$ cat config.mk
export PLATFORM = sky130hd
export DESIGN_NAME = run_sequencer
export DESIGN_NICKNAME = d
export VERILOG_FILES = /design/src/rtl/run_sequencer_pkg.sv /design/src/rtl/sat_counter.sv /design/src/rtl/run_sequencer.sv
export SDC_FILE = /design/constraint.sdc
export NUM_CORES = 1
export LEC_CHECK = 0
export ABC_CLOCK_PERIOD_IN_PS = 1700
export CAP_MARGIN = 20
export CORE_MARGIN = 2
export CORE_UTILIZATION = 45
export CTS_BUF_LIST = sky130_fd_sc_hd__clkbuf_8 sky130_fd_sc_hd__clkbuf_16
export DETAILED_ROUTE_END_ITERATION = 7
export PLACE_DENSITY = 0.81
export SLEW_MARGIN = 20
export SYNTH_ARGS = -nofsm -noshare
export SYNTH_HDL_FRONTEND = slang
export SYNTH_SLANG_ARGS = --single-unit
export TNS_END_PERCENT = 100
$ cat constraint.sdc
create_clock -name Clk -period 1.7 [get_ports Clk]
set_input_delay 0.34 -clock Clk [delete_from_list [all_inputs] [get_ports Clk]]
set_output_delay 0.34 -clock Clk [all_outputs]
set_load 0.01 [all_outputs]
$ cat src/rtl/run_sequencer_pkg.sv
// Shared definitions for the run sequencer:
// FSM state encoding and the default cycle budget.
package run_sequencer_pkg;

   typedef enum logic [2:0] {
      S_IDLE,
      S_INIT,
      S_EXEC,
      S_LWAIT,
      S_DONE
   } run_state_t;

   localparam int TIMEOUT_DEF = 40000;

endpackage

$ cat src/rtl/sat_counter.sv
// Up-counter with synchronous clear that stops at a limit.
// Used for the cycle and instruction counters.
module sat_counter #(
   parameter int WIDTH = 16
) (
   input  logic             clk,
   input  logic             rst_n,
   input  logic             clr,
   input  logic             inc,
   input  logic [WIDTH-1:0] limit,
   output logic [WIDTH-1:0] count
);

   logic [WIDTH-1:0] count_q;
   logic [WIDTH-1:0] count_d;

   always_comb begin
      count_d = count_q;
      if (clr) begin
         count_d = '0;
      end else if (inc && (count_q < limit)) begin
         count_d = count_q + 1'b1;
      end
   end

   always_ff @(posedge clk or negedge rst_n) begin
      if (!rst_n) begin
         count_q <= '0;
      end else begin
         count_q <= count_d;
      end
   end

   assign count = count_q;

endmodule

$ cat src/rtl/run_sequencer.sv
// Run sequencer: starts a program on Req, gates decoder
// write enables, counts cycles/instructions, forces stop.
module run_sequencer
   import run_sequencer_pkg::*;
#(
   parameter int CNT_W   = 16,
   parameter int TIMEOUT = TIMEOUT_DEF
) (
   input  logic             Clk,
   input  logic             Reset_n,
   input  logic             Req,
   input  logic             CtrlAck,
   input  logic             CtrlLoad,
   input  logic             CtrlRegWrEn,
   input  logic             CtrlMemWrEn,
   output logic             PCInit,
   output logic             PCEn,
   output logic             RegWrEn,
   output logic             MemWrEn,
   output logic             Busy,
   output logic             Done,
   output logic             Timeout,
   output logic [CNT_W-1:0] CycleCount,
   output logic [CNT_W-1:0] InstCount
);

   localparam longint MAX_CNT =
      (64'(1) << CNT_W) - 64'(1);
   localparam longint CYC_LIM =
      (longint'(TIMEOUT) < MAX_CNT) ?
      longint'(TIMEOUT) : MAX_CNT;
   localparam longint LAST = longint'(TIMEOUT) - 1;

   run_state_t state_q;
   run_state_t state_d;
   logic       timeout_q;
   logic       timeout_d;
   logic       cnt_clr;
   logic       cyc_inc;
   logic       inst_inc;
   logic       cyc_last;

   assign cyc_last = (longint'(CycleCount) == LAST);

   always_comb begin
      state_d   = state_q;
      timeout_d = timeout_q;
      PCEn      = 1'b0;
      RegWrEn   = 1'b0;
      MemWrEn   = 1'b0;
      cnt_clr   = 1'b0;
      cyc_inc   = 1'b0;
      inst_inc  = 1'b0;
      unique case (state_q)
         S_IDLE: begin
            if (Req) state_d = S_INIT;
         end
         S_INIT: begin
            cnt_clr   = 1'b1;
            timeout_d = 1'b0;
            state_d   = S_EXEC;
         end
         S_EXEC: begin
            cyc_inc = 1'b1;
            if (CtrlAck) begin
               state_d = S_DONE;
            end else begin
               if (CtrlLoad) begin
                  state_d = S_LWAIT;
               end else begin
                  PCEn     = 1'b1;
                  RegWrEn  = CtrlRegWrEn;
                  MemWrEn  = CtrlMemWrEn;
                  inst_inc = 1'b1;
               end
               if (cyc_last) begin
                  state_d   = S_DONE;
                  timeout_d = 1'b1;
               end
            end
         end
         S_LWAIT: begin
            // halt cannot be decoded here; the load is still in flight
            cyc_inc  = 1'b1;
            inst_inc = 1'b1;
            PCEn     = 1'b1;
            RegWrEn  = CtrlRegWrEn;
            state_d  = S_EXEC;
            if (cyc_last) begin
               state_d   = S_DONE;
               timeout_d = 1'b1;
            end
         end
         S_DONE: begin
            if (!Req) state_d = S_IDLE;
         end
         default: state_d = S_IDLE;
      endcase
   end

   always_ff @(posedge Clk or negedge Reset_n) begin
      if (!Reset_n) begin
         state_q   <= S_IDLE;
         timeout_q <= 1'b0;
      end else begin
         state_q   <= state_d;
         timeout_q <= timeout_d;
      end
   end

   assign PCInit  = (state_q == S_INIT);
   assign Busy    = (state_q == S_EXEC) ||
                    (state_q == S_LWAIT);
   assign Done    = (state_q == S_DONE);
   assign Timeout = timeout_q;

   sat_counter #(
      .WIDTH (CNT_W)
   ) u_cyc_cnt (
      .clk   (Clk),
      .rst_n (Reset_n),
      .clr   (cnt_clr),
      .inc   (cyc_inc),
      .limit (CNT_W'(CYC_LIM)),
      .count (CycleCount)
   );

   sat_counter #(
      .WIDTH (CNT_W)
   ) u_inst_cnt (
      .clk   (Clk),
      .rst_n (Reset_n),
      .clr   (cnt_clr),
      .inc   (inst_inc),
      .limit ({CNT_W{1'b1}}),
      .count (InstCount)
   );

endmodule
==> metrics, run 1 <==
slew of the pin with the lowest slew margin 0.347 ns; Clock Pin Slew Worst Setup and Hold Paths about 0.080 ns; Setup crit end kind register; TritonCTS Buffers 5; CORE AREA 4380 um^2; number of port buffers 45; CTS Buffer Depth 2; Synth-to-Final Area Change 57.4%; CP Cell Sequence buf_6 -> nand2b_4 -> or4_4 -> buf_4 -> o31ai_1 -> a21oi_2; # H-tree levels 2; worst-path maximum fanout 4; first-pass GRT wire length 9.67 mm; share of cells above drive strength 1 33.9%; Final HPWL DP 4.10 mm; gpl congestion 0.859; relative slew slack 76.6%; P_int 2.07 mW; CP required 1.88 ns; number of global-route vias before repair 1950; CTS tree yes; FF-to-FF Start state_q[1]; Crit path largest cell delay ~0.55 ns; Critical Path Slowest Stage Cell or4_4; Avg WL per Cell 17.2 um; Max-cap violations 0; dpl ws -0.627 ns; Crit path max-delay family simple AND/OR/NAND/NOR gates; Max IR drop VDD 0.875 mV; Die Span Y 71.9 um; root buf cell clkbuf_8; Achievable Freq ~0.53 GHz; initial drt markers 247; worst-skew pair later-pin latency roughly 0.30 ns; Final setup viols 10; Post-DRT Antenna Nets 0; syn_area_per_cell 9.38 um^2; largest net degree at the start of global routing 37; count of pins over their slew limit 0; r2r setup slk -0.17 ns; area share of the largest cell type after synthesis a little over two fifths; PnR worst setup slack -0.172 ns; Cell variety after synth 47; commonest register cell after synthesis dfrtp_1; YS warnings 0; Period minus WS final about 1.9 ns; initial antenna violation count 0; Routed WL roughly 6.5 mm; Hold/Removal Path Class input pin to asynchronous set/reset pin; Via-to-Cell Ratio about 6.1; Syn Inst Count 221; Sw Share between 30% and 40%; Synth Net Count 230; TritonRoute pass-1 iters 4; Tot Pwr 3.29 mW; GRT overflow 0; WP buf/inv 2; #FFs+latches synth 36; Net Switching ~1.2 mW; EDFF count, synth 0; Max Clock Skew about 0.0075 ns; Final Cycle Share 110%; Final Hold Fails 0; # nets final 336; failing checks setup timing; Clock Power Share 21.0%; TritonCTS Sinks 36; R2R Path End u_inst_cnt.count[11]; cell count of the worst reg-to-reg path 6; combinational power share 46.3%; IO Count 46; RSZ-0062 raised after global routing true; cell taking the most area after synthesis dfrtp_1; Remaining DRCs 0; DIE WIDTH 71.9 um; top post-synthesis cells by area dfrtp_1 43%, a21oi_1 3.6%, nand2_1 3.6%, mux2i_1 3.4%, nand3_1 3.4%; Cell Area, Synth just over 2000 um^2; die area between 5000 and 6000 um^2; share of flip-flops with an asynchronous set or reset 100%; Initial Utilization between 40% and 50%; ant diodes 0; Startpoint Class register; status complete, but fails checks; Worst EP arrival 2.06 ns; Site Rows 24; GRT Util Overall ~24%; via count 2299; Static Leak 1.59 nW; Seq/Total Area, Yosys 43.5%; part of the power in registers 32.8%; pwr dens 1010 nW/um^2; Setup Crit Path Kind register to register
sequential cells by signal (all words and copies together) (netlist names):
signal	flops
u_cyc_cnt.count	16
u_inst_cnt.count	16
state_q	3
Timeout	1
layout by cell type, fill, tap and decap left out, drive strengths merged, types with 6 or more instances in the layout:
| cell type | instances |
|---|---|
| nand3 | 14 |
| clkdlybuf4s50 | 24 |
| buf | 67 |
| nand2 | 20 |
| nor3 | 6 |
| nand4 | 10 |
| and3 | 11 |
| inv | 7 |
| nor4 | 8 |
| o21ai | 7 |
| mux2i | 7 |
| nor2 | 12 |
| a21oi | 16 |
| dfrtp | 36 |
| or4 | 7 |
| clkbuf | 8 |
| dlymetal6s2s | 9 |
| o31ai | 8 |
how the worst max path moves through the flow:
stage | startpoint | to | slack, ns | depth (start not counted)
after floorplan | state_q[2] | u_inst_cnt.count[11] | -0.12 | 5
after global placement | CtrlAck | u_inst_cnt.count[11] | -0.61 | 5
after detailed placement | CtrlAck | u_inst_cnt.count[11] | -0.63 | 5
after CTS | state_q[1] | u_inst_cnt.count[11] | -0.09 | 5
after global routing | state_q[1] | u_inst_cnt.count[11] | -0.20 | 6
final | state_q[1] | u_inst_cnt.count[11] | -0.17 | 6
cell usage after synthesis, types with 5 or more instances:
cell and number:
a21oi_1 15, and3_1 11, clkbuf_1 6, dfrtp_1 36, inv_1 6, mux2i_1 7, nand2_1 20, nand3_1 14
nand4_1 9, nor2_1 12, nor3_1 6, nor4_1 6, o21ai_0 7, o31ai_1 8, or4_1 5
stage by stage:
step / util [%] / area, um^2 / setup TNS (ns) / hold slack (ns) / cells
floorplan: - / 2100 / -0.359 / 0.0444 / 221
global placement: 67.7 / 2970 / -7.59 / 0.487 / 361
detailed placement: 67.7 / 2970 / -8.11 / 0.497 / 361
CTS: 71.4 / 3130 / -0.873 / 0.416 / 372
global route: 74.4 / 3260 / -1.28 / 0.422 / 379
finish: 74.4 / 3260 / -0.629 / 0.403 / 379
layer usage:
| metal | share of wire [%] | up-vias | track usage [%] |
|---|---|---|---|
| li1 | - | 1066 | - |
| met1 | 44 | 1116 | 35.7 |
| met4 | 2.4 | 0 | 8.39 |
| met2 | 47 | 100 | 35.7 |
| met5 | 0 | - | 0 |
| met3 | 7.0 | 17 | 4.64 |
cell type report:
type	count	area (um^2)
timing repair buffer	107	945
tap	52	65.1
multi-input combinational	170	1210
sequential	36	908
clock buffer	7	96.3
fill	308	1120
inverter	7	31.3
cell families (layout without fill, tap and decap cells):
group	Yosys count	count (layout)	share of synthesized area (%)
AND/OR/NAND/NOR	103	103	29.0
AO/OA/AOI/OAI	57	57	19.4
flip-flops	36	36	43.5
buffers and inverters	15	121	3.08
multiplexers	7	7	3.38
adder cells (fa/ha/maj)	2	2	1.21
XOR/XNOR	1	1	0.423
power by group through the flow:
stage                     Clock [mW]  Sequential, mW  Combinational, mW
after floorplan                    0            1.12              0.608
after global placement             0            1.07               1.28
after detailed placement           0            1.08               1.31
after CTS                      0.688            1.06               1.41
after global routing           0.720            1.09               1.63
final                          0.690            1.08               1.52
timing repair:
item,4_1_cts,5_1_grt
endpoints found under the setup margin,30,39
pin swaps,24,8
gates resized for setup,38,33
buffers inserted,4,8
hold buffers,0,0
Note: power is estimated with default switching activity, not from simulation.
==> inputs of run 2 (changes only) <==
--- a/config.mk
+++ b/config.mk
@@ -10,6 +10,7 @@
 export CORE_MARGIN = 2
 export CORE_UTILIZATION = 45
 export CTS_BUF_LIST = sky130_fd_sc_hd__clkbuf_8 sky130_fd_sc_hd__clkbuf_16
+export CTS_CLUSTER_DIAMETER = 30
 export DETAILED_ROUTE_END_ITERATION = 7
 export PLACE_DENSITY = 0.81
 export SLEW_MARGIN = 20
==> results of run 2 <==
No change in the layout: final DEF, timing and power equal those of run 1.
==> inputs of run 3 (changes only) <==
--- a/config.mk
+++ b/config.mk
@@ -12,6 +12,7 @@
 export CTS_BUF_LIST = sky130_fd_sc_hd__clkbuf_8 sky130_fd_sc_hd__clkbuf_16
 export CTS_CLUSTER_DIAMETER = 30
 export DETAILED_ROUTE_END_ITERATION = 7
+export MAX_ROUTING_LAYER = met4
 export PLACE_DENSITY = 0.81
 export SLEW_MARGIN = 20
 export SYNTH_ARGS = -nofsm -noshare
==> metrics, run 3 (synthesis gave the netlist of run 1 again) <==
dpl cell area 2970 um^2 (unchanged); Post-Route M1 WL 2.90 mm (+2.0%); TritonCTS Buffers 5 (unchanged); Startpoint Class register; dpl ws -0.627 ns (unchanged); FF-to-FF Start state_q[1]; CTS Buffer Depth 2 (unchanged); Via-to-Cell Ratio 6.08 (+0.22%); status complete, but fails checks; leading cell type in the layout, fill and taps excluded buf_4; Routed WL 6.45 mm (-0.86%); via count 2304 (+0.22%); gpl congestion 0.872 (+1.6%); Initial Utilization 47.3% (unchanged); Max IR drop VDD 0.874 mV (about the same); # nets final 336 (unchanged); GRT Util Overall 25.0% (+0.73 points); CP required 1.88 ns (about the same); number of port buffers 45 (unchanged); # H-tree levels 2 (unchanged); TritonRoute pass-1 iters 4 (unchanged); Avg WL per Cell 17.0 um (-0.86%); Max Clock Skew 0.00587 ns (-0.00166 ns); Static Leak 1.59 nW (unchanged); Post-DRT Antenna Nets 0 (unchanged); TNS Setup -0.599 ns (+0.0303 ns); ant diodes 0 (unchanged); slew of the pin with the lowest slew margin 0.346 ns (-0.00147 ns); Period minus WS final 1.87 ns (-0.00627 ns); # placed instances 361 (unchanged); Site Rows 24 (unchanged); relative slew slack 76.7% (+0.099 points); first-pass GRT wire length 9.68 mm (+0.14%); Synth-to-Final Area Change 57.4% (unchanged); Worst EP arrival 2.05 ns (about the same); largest net degree at the start of global routing 37 (unchanged); PnR worst setup slack -0.165 ns (+0.00627 ns); Setup Crit Path Kind register to register; DIE WIDTH 71.9 um (unchanged); cts hold-fix bufs 0 (unchanged); commonest cells after routing, fill and taps aside 57 x buf_4, 30 x dfrtp_1, 24 x clkdlybuf4s50_1, 20 x nand2_1, 14 x a21oi_1; RSZ-0062 raised after global routing true; final cell count without fillers 379 (unchanged); initial antenna violation count 0 (unchanged); worst-skew pair later-pin latency 0.30 ns (about the same); initial drt markers 283 (+15%); TritonCTS Sinks 36 (unchanged); IO Count 46 (unchanged); Hold/Removal Path Class input pin to asynchronous set/reset pin; GRT overflow 0 (unchanged); Final Hold Fails 0 (unchanged); Clock Pin Slew Worst Setup and Hold Paths 0.07 ns (about the same); Achievable Freq 0.536 GHz (+0.34%); root buf cell clkbuf_8; highest metal used met4; fill cell count 308 (unchanged); die area 5160 um^2 (unchanged); number of global-route vias before repair 1951 (+0.051%); share of cells above drive strength 1 33.9% (unchanged); Final Cycle Share 110% (-0.37 points); Max-cap violations 0 (unchanged); Tot Pwr 3.28 mW (-0.21%); wire length on met2 3.04 mm (-0.43%); Remaining DRCs 0 (unchanged); failing checks setup timing; CTS tree yes; pwr dens 1010 nW/um^2 (-0.21%); cell area after layout 3260 um^2 (unchanged); count of pins over their slew limit 0 (unchanged); worst-path maximum fanout 4 (unchanged); CORE AREA 4380 um^2 (unchanged); Final setup viols 10 (unchanged); Die Span Y 71.9 um (unchanged); Setup crit end kind register; Final HPWL DP 4.10 mm (unchanged); met3 wire length 378 um (-17%); crit path launch state_q[1]
[run 3: cell counts in the layout (fill, tap and decap cells not counted)]
No cell type changed its count.
[run 3: path summary, 6_finish.rpt]
check,end,slack [ns],cells past startpoint
worst max-delay path,u_inst_cnt.count[11],-0.17,6
worst min-delay path,u_cyc_cnt.count[7],0.41,2
worst max register to register,u_inst_cnt.count[11],-0.17,6
worst min register to register,u_cyc_cnt.count[5],0.53,1
max in group asynchronous,u_cyc_cnt.count[2],1.09,2
min in group Clk,u_cyc_cnt.count[5],0.53,1
[run 3: critical path, stage by stage (launching register included)]
cell	delay, ns
dfrtp_1	0.40
buf_6	0.13
nand2b_4	0.07
or4_4	0.55
buf_4	0.17
o31ai_1	0.34
a21oi_2	0.10
[run 3: per-stage QoR]
| stage | utilization (%) | hold slack (ns) |
|---|---|---|
| 6_report | 74.4 | 0.411 |
| 5_1_grt | 74.4 | 0.422 |
| 4_1_cts | 71.4 | 0.416 |
| 3_5_place_dp | 67.7 | 0.497 |
| 3_3_place_gp | 67.7 | 0.487 |
| 2_1_floorplan | - | 0.0444 |
[run 3: cell type report]
| type | count | area (um^2) | area share [%] |
|---|---|---|---|
| inverter | 7 | 31.3 | 0.959 |
| clock buffer | 7 | 96.3 | 2.95 |
| timing repair buffer | 107 | 945 | 29.0 |
| multi-input combinational | 170 | 1210 | 37.3 |
| tap | 52 | 65.1 | 2.00 |
| sequential | 36 | 908 | 27.9 |
[run 3: what timing repair did]
action / 4_1_cts / 5_1_grt
endpoints found under the setup margin: 30 / 39
gates resized for setup: 38 / 33
pin swaps: 24 / 8
buffers inserted: 4 / 8
[run 3: layer usage]
layer	global-route usage, %	vias up
met4	8.39	0
met1	35.8	1128
met5	-	-
met3	4.64	15
met2	35.6	94
li1	-	1067
[run 3: power breakdown]
part	internal (mW)	switching, mW
Clock	0.361	0.320
Combinational	0.747	0.774
Sequential	0.958	0.121
